`src/rtl/spram_dot_reader.sv`:
```
// Read-side master for the dual-read-port weight/activation RAM: streams len
// operand pairs, accumulates their signed products with saturation, hands off the sum.
//
// state | meaning
// IDLE  | waiting for start
// FETCH | issuing one address pair per cycle
// DRAIN | accumulating the last word returned by the RAM
// HOLD  | result_valid high until the consumer takes the result
module spram_dot_reader #(
  parameter int DATA_WIDTH = 8,
  parameter int ADDR_WIDTH = 15,
  parameter int LEN_WIDTH  = 10,
  parameter int ACC_WIDTH  = 24
) (
  input  logic                  clk,
  input  logic                  rst,
  input  logic                  start,
  input  logic [ADDR_WIDTH-1:0] w_base,
  input  logic [ADDR_WIDTH-1:0] x_base,
  input  logic [LEN_WIDTH-1:0]  len,
  output logic                  busy,
  output logic [ACC_WIDTH-1:0]  result,
  output logic                  result_valid,
  input  logic                  result_ready,
  output logic [ADDR_WIDTH-1:0] ram_address_a,
  output logic [ADDR_WIDTH-1:0] ram_address_b,
  output logic                  ram_cs,
  output logic                  ram_we,
  output logic                  ram_oe_a,
  output logic                  ram_oe_b,
  input  logic [DATA_WIDTH-1:0] ram_data_a,
  input  logic [DATA_WIDTH-1:0] ram_data_b
);

  localparam int PW = 2 * DATA_WIDTH;
  localparam logic [ACC_WIDTH-1:0] ACC_MAX = {1'b0, {(ACC_WIDTH-1){1'b1}}};
  localparam logic [ACC_WIDTH-1:0] ACC_MIN = {1'b1, {(ACC_WIDTH-1){1'b0}}};

  typedef enum logic [1:0] {IDLE, FETCH, DRAIN, HOLD} state_t;

  state_t                state, state_nxt;
  logic [ADDR_WIDTH-1:0] addr_a, addr_b;
  logic [LEN_WIDTH-1:0]  cnt;
  logic                  data_vld;
  logic [ACC_WIDTH-1:0]  acc, acc_sat, acc_nxt;
  logic [ACC_WIDTH-1:0]  result_r;
  logic                  result_valid_r;

  logic signed [PW-1:0]  a_ext, b_ext, prod;
  logic [ACC_WIDTH:0]    sum;

  assign a_ext = {{DATA_WIDTH{ram_data_a[DATA_WIDTH-1]}}, ram_data_a};
  assign b_ext = {{DATA_WIDTH{ram_data_b[DATA_WIDTH-1]}}, ram_data_b};
  assign prod  = a_ext * b_ext;

  // One guard bit: differing top two bits of the sum means overflow.
  assign sum = {acc[ACC_WIDTH-1], acc} + {{(ACC_WIDTH+1-PW){prod[PW-1]}}, prod};

  always_comb begin
    acc_sat = sum[ACC_WIDTH-1:0];
    if (sum[ACC_WIDTH] != sum[ACC_WIDTH-1])
      acc_sat = sum[ACC_WIDTH] ? ACC_MIN : ACC_MAX;
  end

  assign acc_nxt = data_vld ? acc_sat : acc;

  always_comb begin
    state_nxt = state;
    case (state)
      IDLE:    if (start) state_nxt = (len == '0) ? HOLD : FETCH;
      FETCH:   if (cnt == LEN_WIDTH'(1)) state_nxt = DRAIN;
      DRAIN:   state_nxt = HOLD;
      HOLD:    if (result_ready) state_nxt = IDLE;
      default: state_nxt = IDLE;
    endcase
  end

  always_ff @(posedge clk) begin
    if (rst) begin
      state          <= IDLE;
      addr_a         <= '0;
      addr_b         <= '0;
      cnt            <= '0;
      data_vld       <= 1'b0;
      acc            <= '0;
      result_r       <= '0;
      result_valid_r <= 1'b0;
    end else begin
      state    <= state_nxt;
      data_vld <= (state == FETCH);
      case (state)
        IDLE: begin
          if (start) begin
            addr_a <= w_base;
            addr_b <= x_base;
            cnt    <= len;
            acc    <= '0;
            if (len == '0) begin
              result_r       <= '0;
              result_valid_r <= 1'b1;
            end
          end
        end
        FETCH: begin
          addr_a <= addr_a + ADDR_WIDTH'(1);
          addr_b <= addr_b + ADDR_WIDTH'(1);
          cnt    <= cnt - LEN_WIDTH'(1);
          acc    <= acc_nxt;
        end
        DRAIN: begin
          acc            <= acc_nxt;
          result_r       <= acc_nxt;
          result_valid_r <= 1'b1;
        end
        HOLD: begin
          if (result_ready) result_valid_r <= 1'b0;
        end
        default: ;
      endcase
    end
  end

  // The RAM zeroes its data unless selected, so DRAIN keeps the enables up.
  assign ram_cs        = (state == FETCH) || (state == DRAIN);
  assign ram_oe_a      = ram_cs;
  assign ram_oe_b      = ram_cs;
  assign ram_we        = 1'b0;
  assign ram_address_a = addr_a;
  assign ram_address_b = addr_b;
  assign busy          = (state != IDLE);
  assign result        = result_r;
  assign result_valid  = result_valid_r;

endmodule

```
`config.mk`:
```
export PLATFORM = sky130hd
export DESIGN_NAME = spram_dot_reader
export DESIGN_NICKNAME = d
export VERILOG_FILES = /design/src/rtl/spram_dot_reader.sv
export SDC_FILE = /design/constraint.sdc
export NUM_CORES = 1
export LEC_CHECK = 0
export CORE_MARGIN = 10
export CORE_UTILIZATION = 63
export CTS_BUF_LIST = sky130_fd_sc_hd__clkbuf_4
export CTS_CLUSTER_DIAMETER = 30
export CTS_CLUSTER_SIZE = 30
export DETAILED_ROUTE_END_ITERATION = 10
export GPL_ROUTABILITY_DRIVEN = 0
export HOLD_SLACK_MARGIN = 0.15
export PLACE_DENSITY = 0.88
export SLEW_MARGIN = 20
export SYNTH_ARGS = -nofsm -noshare
export SYNTH_HDL_FRONTEND = slang
export SYNTH_SLANG_ARGS = --single-unit
export TNS_END_PERCENT = 5
```
`constraint.sdc`:
```
create_clock -name clk -period 17.1 [get_ports clk]
set_input_delay 2.565 -clock clk [delete_from_list [all_inputs] [get_ports clk]]
set_output_delay 2.565 -clock clk [all_outputs]
set_load 0.1 [all_outputs]
```
* After elaboration in Yosys (flattened, before gate mapping) *
Cells that the tools add are included.

operators by class
  equality and inequality tests = 9
  reduce and logical (&&, ||, !) cells = 14
  multiply operators = 1
  add/subtract/negate cells = 4
  mux-type cells = 23

operators by type and width
  kind                   count
  $mux 24                6
  $pmux 24 s2            2
  $pmux 15 s2            2
  $add 15x1->15 const B  2
  $mux 15                2
  $add 24x16->25         1
  $pmux 10 s2            1
  $mul 8x8->16           1
  $eq 10x1->1 const B    1
  $logic_not 10->1       1
  $mux 10                1
  $sub 10x1->10 const B  1
  $mux 2                 4
  $ne 2x2->1 const B     4
  $pmux 2 s4             1
  $reduce_bool 2->1      4
  $reduce_and 3->1       2
  $eq 2x2->1 const B     2
  $reduce_and 2->1       2
  $reduce_and 4->1       1
  $mux 1                 3
  $pmux 1 s3             1
  $reduce_bool 3->1      1
  $eq 2x1->1 const B     1
  4 further kinds        4

storage, ports and cells
  logic and storage cells = 59
  output and inout bits = 60
  input bits = 60
  flip-flop bits (word level) = 92

* Depth between registers and ports, before layout *
Gate-level depths: netlist of run 1.

  depth after elaboration = 6
  depth in mapped cells = 23
  gate-level depth less buffers = 20

* Worst setup path after synthesis of run 1 *
OpenSTA, ideal clock, no wires.

  path type = input -> register
  from = input port ram_data_b[1]
  to = register acc[22]
  slack = 8.782 ns
  arrival time = 8.196 ns
  buffers on the path = 3
  required time = 16.978 ns
  cell stages on the path = 20
  library setup time = 0.122 ns
  cells stage by stage = clkbuf_1 and2_1 fa_1 fa_1 inv_1 fa_1 inv_1 fa_1 ha_1 ha_1 and3_1 buf_6 a221o_1 a31o_1 or2_1 o221a_4 buf_6 nor2_4 a31oi_1 a221o_1

between the ends
  longest elaborated chain between the ends = 6
  elaborated cells on any way between the ends = 7
  those cells by class = 1 x add/sub; 1 x mul; 1 x eq/ne; 4 x mux

ends and longest elaborated chain
  item                                          line    RTL
  start: declaration                            32      input logic [DATA_WIDTH-1:0] ram_data_b
  $mul 8x8->16 *                                54      assign prod = a_ext * b_ext;
  $add 24x16->25 *                              57      assign sum = {acc[ACC_WIDTH-1], acc} + {{(ACC_WIDTH+1-PW){prod[PW-1]}}, prod};
  $mux 24 / $ne 1x1->1 (equally long branches)  62, 61
  $mux 24 *                                     61      if (sum[ACC_WIDTH] != sum[ACC_WIDTH-1])
  $mux 24 *                                     65      assign acc_nxt = data_vld ? acc_sat : acc;
  $pmux 24 s2 *                                 91      case (state)
  end signal: assignment                        108     acc <= acc_nxt;
  end signal: assignment                        111     acc <= acc_nxt;
  end: declaration                              45      logic [ACC_WIDTH-1:0] acc, acc_sat, acc_nxt;

Every way passes the cells marked *; elsewhere a longest branch is shown, timed or not.
A chain may end at the register's enable or synchronous reset.

* Worst setup path after layout of run 1 *
  from = input port ram_data_b[2]
  to = register acc[19]

Same word-level chain as after synthesis.

==> impl_metrics.env, run 1 <==
export IMPL_outcome="completed"
export IMPL_cts_buffers=9
export IMPL_slew_viol_final=0
export IMPL_holdWs_ns=0.484
export IMPL_detailedPlacementHpwl_um=19300
export IMPL_post_cts_setup_buffer_count=0
export IMPL_routed_via_density=6.16
export IMPL_cap_viol_max_count=0
export IMPL_cts_reportedPaths_clkPinSlew_ns=0.15
export IMPL_worst_setup_path_type="input pin to flip-flop"
export IMPL_period_utilisation_layout_pct=54.0
export IMPL_grt_max_degree=70
export IMPL_synth_cell_types=68
export IMPL_grt_pass1_vias=7989
export IMPL_post_synth_instance_area_um2=9050
export IMPL_synth_seq_area_share_pct=20.3
export IMPL_core_area_um2=14000
export IMPL_worstSetupPathDepth=22
export IMPL_timing_critical_path_buf_inv=7
export IMPL_postSynthCellCount=1044
export IMPL_placed_area_um2=10300
export IMPL_cts_tree="done"
export IMPL_area_growth_synth_to_final_pct=15.2
export IMPL_clock_sink_count=92
export IMPL_synthTopCellsByArea="sky130_fd_sc_hd__fa_1 24%, sky130_fd_sc_hd__dfxtp_1 20%, sky130_fd_sc_hd__ha_1 8.8%"
export IMPL_drive_above_1_share_pct=3.87
export IMPL_drcViolationCount=0
export IMPL_end_kind="flip-flop"
export IMPL_cp_top_delay_family="adder cells"
export IMPL_timing_worst_slew_pin_value_ns=1.07
export IMPL_firstDrtPassIters=5
export IMPL_post_cts_resize_count=0
export IMPL_synth_main_ff_cell="sky130_fd_sc_hd__dfxtp_1"
export IMPL_ant_nets=0
export IMPL_synth_top_area_share_pct=23.9
export IMPL_relative_slew_margins_pct=28.6
export IMPL_drt_initial_drc_count=792
export IMPL_min_period_ns=9.23
export IMPL_die_width_um=140
export IMPL_cp_cell_sequence="clkdlybuf4s50_1, nand2_1, inv_1, fa_1, inv_1, fa_1, inv_1, fa_1, inv_1, fa_1, inv_1, ha_1, ha_1, and3_1, a221o_1, a221oi_1, nor2_1, a221oi_2, buf_4, or2_0, nand2_1, o21ai_1"
export IMPL_rsz0062_at_grt="false"
export IMPL_clock_fmax_mhz=108
export IMPL_cp_data_required_time_ns=17.50
export IMPL_type_of_element_launching_the_critical_path="input pin"
export IMPL_yosys_register_bits=92
export IMPL_grt_first_pass_wirelength_um=40000
export IMPL_cts_htree_levels=3
export IMPL_timing_hold_worst_path_depth=2
export IMPL_route_final_wire_length_um=24400
export IMPL_yosysTopAreaCell="sky130_fd_sc_hd__fa_1"
export IMPL_crit_arrival_ns=9.62
export IMPL_hold_buffers=0
export IMPL_cts_path_max_buffers=2
export IMPL_clk_latency_ns=0.47
export IMPL_insertedDiodeCount=0
export IMPL_design_die_area_um2=19600
export IMPL_ys_async_sr_fraction_pct=0
export IMPL_crit_path_max_incr_delay_ns=0.71
export IMPL_buffer_ports_inserted=118
export IMPL_fin_nets=1363
export IMPL_ioPinCount=120
export IMPL_syn_area_per_cell_um2=8.67
export IMPL_antenna_violations_before_repair=0
export IMPL_hold_class="flip-flop to flip-flop"
export IMPL_synth_edff_count=0
export IMPL_fin_skew_ns=0.0220
export IMPL_die_h_um=140
export IMPL_routed_len_inst_um=18.5
export IMPL_clock_tree_root_cell="sky130_fd_sc_hd__clkbuf_4"
export IMPL_post_route_cell_area_um2=10400
export IMPL_tns_ns=0
export IMPL_finalHoldViolations=0
export IMPL_cpMostUsedCell="sky130_fd_sc_hd__inv_1"
export IMPL_cp_max_fo=21
export IMPL_grt_total_usage_pct=24.4
export IMPL_setup_viol=0
export IMPL_synth_net_count=1276
export IMPL_critPathSlowestCell="sky130_fd_sc_hd__fa_1"
export IMPL_worstRegToRegCells=19
export IMPL_via_count=8104
export IMPL_fp_row_count=43
export IMPL_ys_warnings_count=0
export IMPL_initial_core_util_pct=64.7
export IMPL_gr_total_overflow=0
## state kept, by name (all words and copies together), names as in the netlist
signal         count
acc               24
result            24
ram_address_b     15
ram_address_a     15
cnt               10
data_vld           1
result_valid       1
state              2
## cell type report
| class | count | area [um2] |
|---|---|---|
| clock buffers | 9 | 67.6 |
| clock inverters | 7 | 73.8 |
| fillers | 1016 | 3560 |
| inverters | 118 | 443 |
| multi-input cells | 783 | 6530 |
| flip-flops and latches | 92 | 1840 |
| well taps | 180 | 225 |
| repair buffers | 127 | 1240 |
## kinds of logic after synthesis
group / share of synthesized area (%)
DFF: 20.3
xor gates and xnor gates: 2.03
AOI/OAI and AO/OA: 19.9
other: 0.0414
muxes: 0.774
and+or+nand+nor: 16.2
adders and majority gates: 33.0
buffers and inverters: 7.75
## metrics by stage
step                utilization [%]  worst slack [ns]  cells
global route                   74.6              7.51   1316
floorplan                         -              8.78   1044
finish                         74.6              7.87   1316
CTS                            74.5              8.02   1316
global placement               73.5              7.77   1300
detailed placement             73.5              7.54   1300
## layer usage
metal	share of wire (%)	GRT usage (%)
met5	0	0
met1	39	29.5
met3	9.7	8.06
met2	48	39.5
met4	3.8	9.67
## Yosys cell counts (20+ instances only)
library cell and instances:
sky130_fd_sc_hd__inv_1 116, sky130_fd_sc_hd__fa_1 108, sky130_fd_sc_hd__dfxtp_1 92, sky130_fd_sc_hd__nand2_1 89, sky130_fd_sc_hd__a21oi_1 84, sky130_fd_sc_hd__nor2_1 71, sky130_fd_sc_hd__ha_1 64, sky130_fd_sc_hd__o21ai_0 42
sky130_fd_sc_hd__and2_1 38, sky130_fd_sc_hd__clkbuf_1 36, sky130_fd_sc_hd__nand3_1 28, sky130_fd_sc_hd__o21ai_1 22, sky130_fd_sc_hd__a211oi_1 20, sky130_fd_sc_hd__nor3_1 20
## worst paths after layout
kind,from,end,slack [ns]
setup / recovery,ram_data_b[2],acc[19]$_SDFFE_PP0P_,7.87
hold / removal,ram_address_a[14]$_SDFFE_PP0P_,ram_address_a[14]$_SDFFE_PP0P_,0.48
setup reg to reg,acc[21]$_SDFFE_PP0P_,acc[19]$_SDFFE_PP0P_,11.10
hold reg to reg,ram_address_a[14]$_SDFFE_PP0P_,ram_address_a[14]$_SDFFE_PP0P_,0.48
## cells in the final DEF (no fill, tap or decap), types with 13 or more instances in the layout
cell type | netlist | final
sky130_fd_sc_hd__clkdlybuf4s50_1 | 0 | 117
sky130_fd_sc_hd__inv_1 | 116 | 116
sky130_fd_sc_hd__fa_1 | 108 | 108
sky130_fd_sc_hd__dfxtp_1 | 92 | 92
sky130_fd_sc_hd__nand2_1 | 89 | 89
sky130_fd_sc_hd__a21oi_1 | 84 | 84
sky130_fd_sc_hd__nor2_1 | 71 | 71
sky130_fd_sc_hd__ha_1 | 64 | 63
sky130_fd_sc_hd__o21ai_0 | 42 | 42
sky130_fd_sc_hd__and2_1 | 38 | 38
sky130_fd_sc_hd__nand3_1 | 28 | 28
sky130_fd_sc_hd__o21ai_1 | 22 | 21
sky130_fd_sc_hd__a211oi_1 | 20 | 20
sky130_fd_sc_hd__nor3_1 | 20 | 20
sky130_fd_sc_hd__and3_1 | 13 | 13
sky130_fd_sc_hd__a22oi_1 | 13 | 13
sky130_fd_sc_hd__xnor2_1 | 13 | 13
sky130_fd_sc_hd__a32o_1 | 13 | 13
## worst min-delay path: cells and delay by family (launching register included)
| kind | cells | cell delay, ns |
|---|---|---|
| DFF | 1 | 0.35 |
| AOI/OAI and AO/OA | 1 | 0.05 |
| and+or+nand+nor | 1 | 0.05 |
Power of run 1 is not shown: default switching activity piles up to over one toggle a cycle in this logic, so the estimate is an artifact.
==> run 2, diff against run 1 <==
--- a/config.mk
+++ b/config.mk
@@ -6,14 +6,14 @@
 export NUM_CORES = 1
 export LEC_CHECK = 0
 export CORE_MARGIN = 10
-export CORE_UTILIZATION = 63
+export CORE_UTILIZATION = 58
 export CTS_BUF_LIST = sky130_fd_sc_hd__clkbuf_4
 export CTS_CLUSTER_DIAMETER = 30
 export CTS_CLUSTER_SIZE = 30
 export DETAILED_ROUTE_END_ITERATION = 10
 export GPL_ROUTABILITY_DRIVEN = 0
 export HOLD_SLACK_MARGIN = 0.15
-export PLACE_DENSITY = 0.88
+export PLACE_DENSITY = 0.81
 export SLEW_MARGIN = 20
 export SYNTH_ARGS = -nofsm -noshare
 export SYNTH_HDL_FRONTEND = slang
==> constraint.sdc (replaced) <==
create_clock -name clk -period 8.9 [get_ports clk]
set_input_delay 1.335 -clock clk [delete_from_list [all_inputs] [get_ports clk]]
set_output_delay 1.335 -clock clk [all_outputs]
set_load 0.1 [all_outputs]
==> impl_metrics.env, run 2 (synthesized netlist as in run 1, its figures left out) <==
export IMPL_outcome="completed"
export IMPL_slew_viol_final=0
export IMPL_core_area_um2=15300
export IMPL_holdWs_ns=0.485
export IMPL_period_utilisation_layout_pct=87.2
export IMPL_cp_data_required_time_ns=9.25
export IMPL_tns_ns=0
export IMPL_timing_worst_slew_pin_value_ns=1.08
export IMPL_clk_latency_ns=0.47
export IMPL_firstDrtPassIters=5
export IMPL_grt_total_usage_pct=22.4
export IMPL_buffer_ports_inserted=118
export IMPL_min_period_ns=7.76
export IMPL_hold_class="flip-flop to flip-flop"
export IMPL_insertedDiodeCount=0
export IMPL_end_kind="flip-flop"
export IMPL_drcViolationCount=0
export IMPL_crit_arrival_ns=8.11
export IMPL_setup_viol=0
export IMPL_relative_slew_margins_pct=27.5
export IMPL_drive_above_1_share_pct=4.04
export IMPL_antenna_violations_before_repair=0
export IMPL_worst_setup_path_type="input pin to flip-flop"
export IMPL_cp_max_fo=19
export IMPL_clock_sink_count=92
export IMPL_routed_len_inst_um=17.4
export IMPL_n_fill_cell=1272
export IMPL_via_count=7883
export IMPL_clock_tree_root_cell="sky130_fd_sc_hd__clkbuf_4"
export IMPL_grt_first_pass_wirelength_um=39900
export IMPL_fp_row_count=45
export IMPL_cap_viol_max_count=0
export IMPL_final_cell_mix="117 x sky130_fd_sc_hd__clkdlybuf4s50_1, 116 x sky130_fd_sc_hd__inv_1, 108 x sky130_fd_sc_hd__fa_1"
export IMPL_route_final_wire_length_um=23500
export IMPL_drt_initial_drc_count=578
export IMPL_grt_pass1_vias=7883
export IMPL_ioPinCount=120
export IMPL_grt_max_degree=70
export IMPL_cts_tree="done"
export IMPL_initial_core_util_pct=59.3
export IMPL_routed_via_density=5.84
export IMPL_regArea_um2=1840
export IMPL_die_width_um=145
export IMPL_cts_buffers=9
export IMPL_hold_buffers=0
export IMPL_rrSetupSlack_ns=3.07
export IMPL_post_cts_setup_buffer_count=0
export IMPL_area_growth_synth_to_final_pct=15.8
export IMPL_cts_reportedPaths_clkPinSlew_ns=0.14
export IMPL_cts_htree_levels=3
export IMPL_finalHoldViolations=0
export IMPL_fin_skew_ns=0.0261
export IMPL_post_cts_resize_count=0
export IMPL_cts_path_max_buffers=2
export IMPL_design_die_area_um2=21000
export IMPL_clock_fmax_mhz=129
export IMPL_most_common_cell_after_layout_fill_and_taps_aside="sky130_fd_sc_hd__clkdlybuf4s50_1"
export IMPL_rsz0062_at_grt="false"
export IMPL_die_h_um=145
export IMPL_gr_total_overflow=0
export IMPL_fin_nets=1365
export IMPL_type_of_element_launching_the_critical_path="input pin"
export IMPL_ant_nets=0
export IMPL_area_taken_by_multi_input_logic_gates_um2=6530
export IMPL_detailedPlacementHpwl_um=18500
## run 2: cell count changes in the layout (fill, tap and decap cells not counted), sizes merged
cell / delta
inv: -2
clkbuf: +2
buf: +2
## run 2: cell type report
type,instances,share of cell area (%)
clock inverters,5,0.585
repair buffers,129,12.0
multi-input cells,783,62.3
well taps,211,2.52
inverters,118,4.22
flip-flops and latches,92,17.6
clock buffers,11,0.788
## run 2: critical path: stages
cell	delay, ns
sky130_fd_sc_hd__clkdlybuf4s50_1	0.55
sky130_fd_sc_hd__nand2_1	0.20
sky130_fd_sc_hd__inv_1	0.08
sky130_fd_sc_hd__fa_1	0.56
sky130_fd_sc_hd__inv_1	0.14
sky130_fd_sc_hd__fa_1	0.68
sky130_fd_sc_hd__inv_1	0.29
sky130_fd_sc_hd__fa_1	0.61
sky130_fd_sc_hd__inv_1	0.06
sky130_fd_sc_hd__fa_1	0.53
sky130_fd_sc_hd__inv_1	0.04
sky130_fd_sc_hd__ha_1	0.29
sky130_fd_sc_hd__ha_1	0.38
sky130_fd_sc_hd__and3_1	0.24
sky130_fd_sc_hd__a221o_1	0.39
sky130_fd_sc_hd__a221oi_1	0.38
sky130_fd_sc_hd__and2_1	0.20
sky130_fd_sc_hd__a221oi_2	0.07
sky130_fd_sc_hd__buf_4	0.23
sky130_fd_sc_hd__o21bai_2	0.50
sky130_fd_sc_hd__a21oi_1	0.08
sky130_fd_sc_hd__a221o_1	0.27
## run 2: routing by layer
| layer | GRT usage [%] | vias to the layer above | part of all wire [%] |
|---|---|---|---|
| li1 | - | 3772 | - |
| met1 | 28.8 | 3784 | 42 |
| met2 | 36.1 | 291 | 47 |
| met3 | 6.67 | 36 | 8.5 |
| met4 | 5.87 | 0 | 2.4 |
| met5 | 0 | - | 0 |
## run 2: metrics by stage
| step | area (um2) | setup WS (ns) | util, % | instances |
|---|---|---|---|---|
| 2_1_floorplan | 9050 | 1.81 | - | 1044 |
| 3_3_place_gp | 10300 | 0.888 | 67.7 | 1333 |
| 3_5_place_dp | 10300 | 0.762 | 67.7 | 1333 |
| 4_1_cts | 10500 | 1.22 | 68.7 | 1349 |
| 5_1_grt | 10500 | 0.773 | 68.7 | 1349 |
| 6_report | 10500 | 1.14 | 68.7 | 1349 |
## run 2: path summary, 6_finish.rpt
check | cells past startpoint | to | startpoint
worst max-delay path | 22 | result[6]$_SDFFE_PP0P_ | ram_data_b[3]
worst min-delay path | 1 | result[3]$_SDFFE_PP0P_ | result[3]$_SDFFE_PP0P_
worst max register to register | 19 | result[6]$_SDFFE_PP0P_ | acc[21]$_SDFFE_PP0P_
worst min register to register | 1 | result[3]$_SDFFE_PP0P_ | result[3]$_SDFFE_PP0P_
Power of run 2 is left out for the same reason.
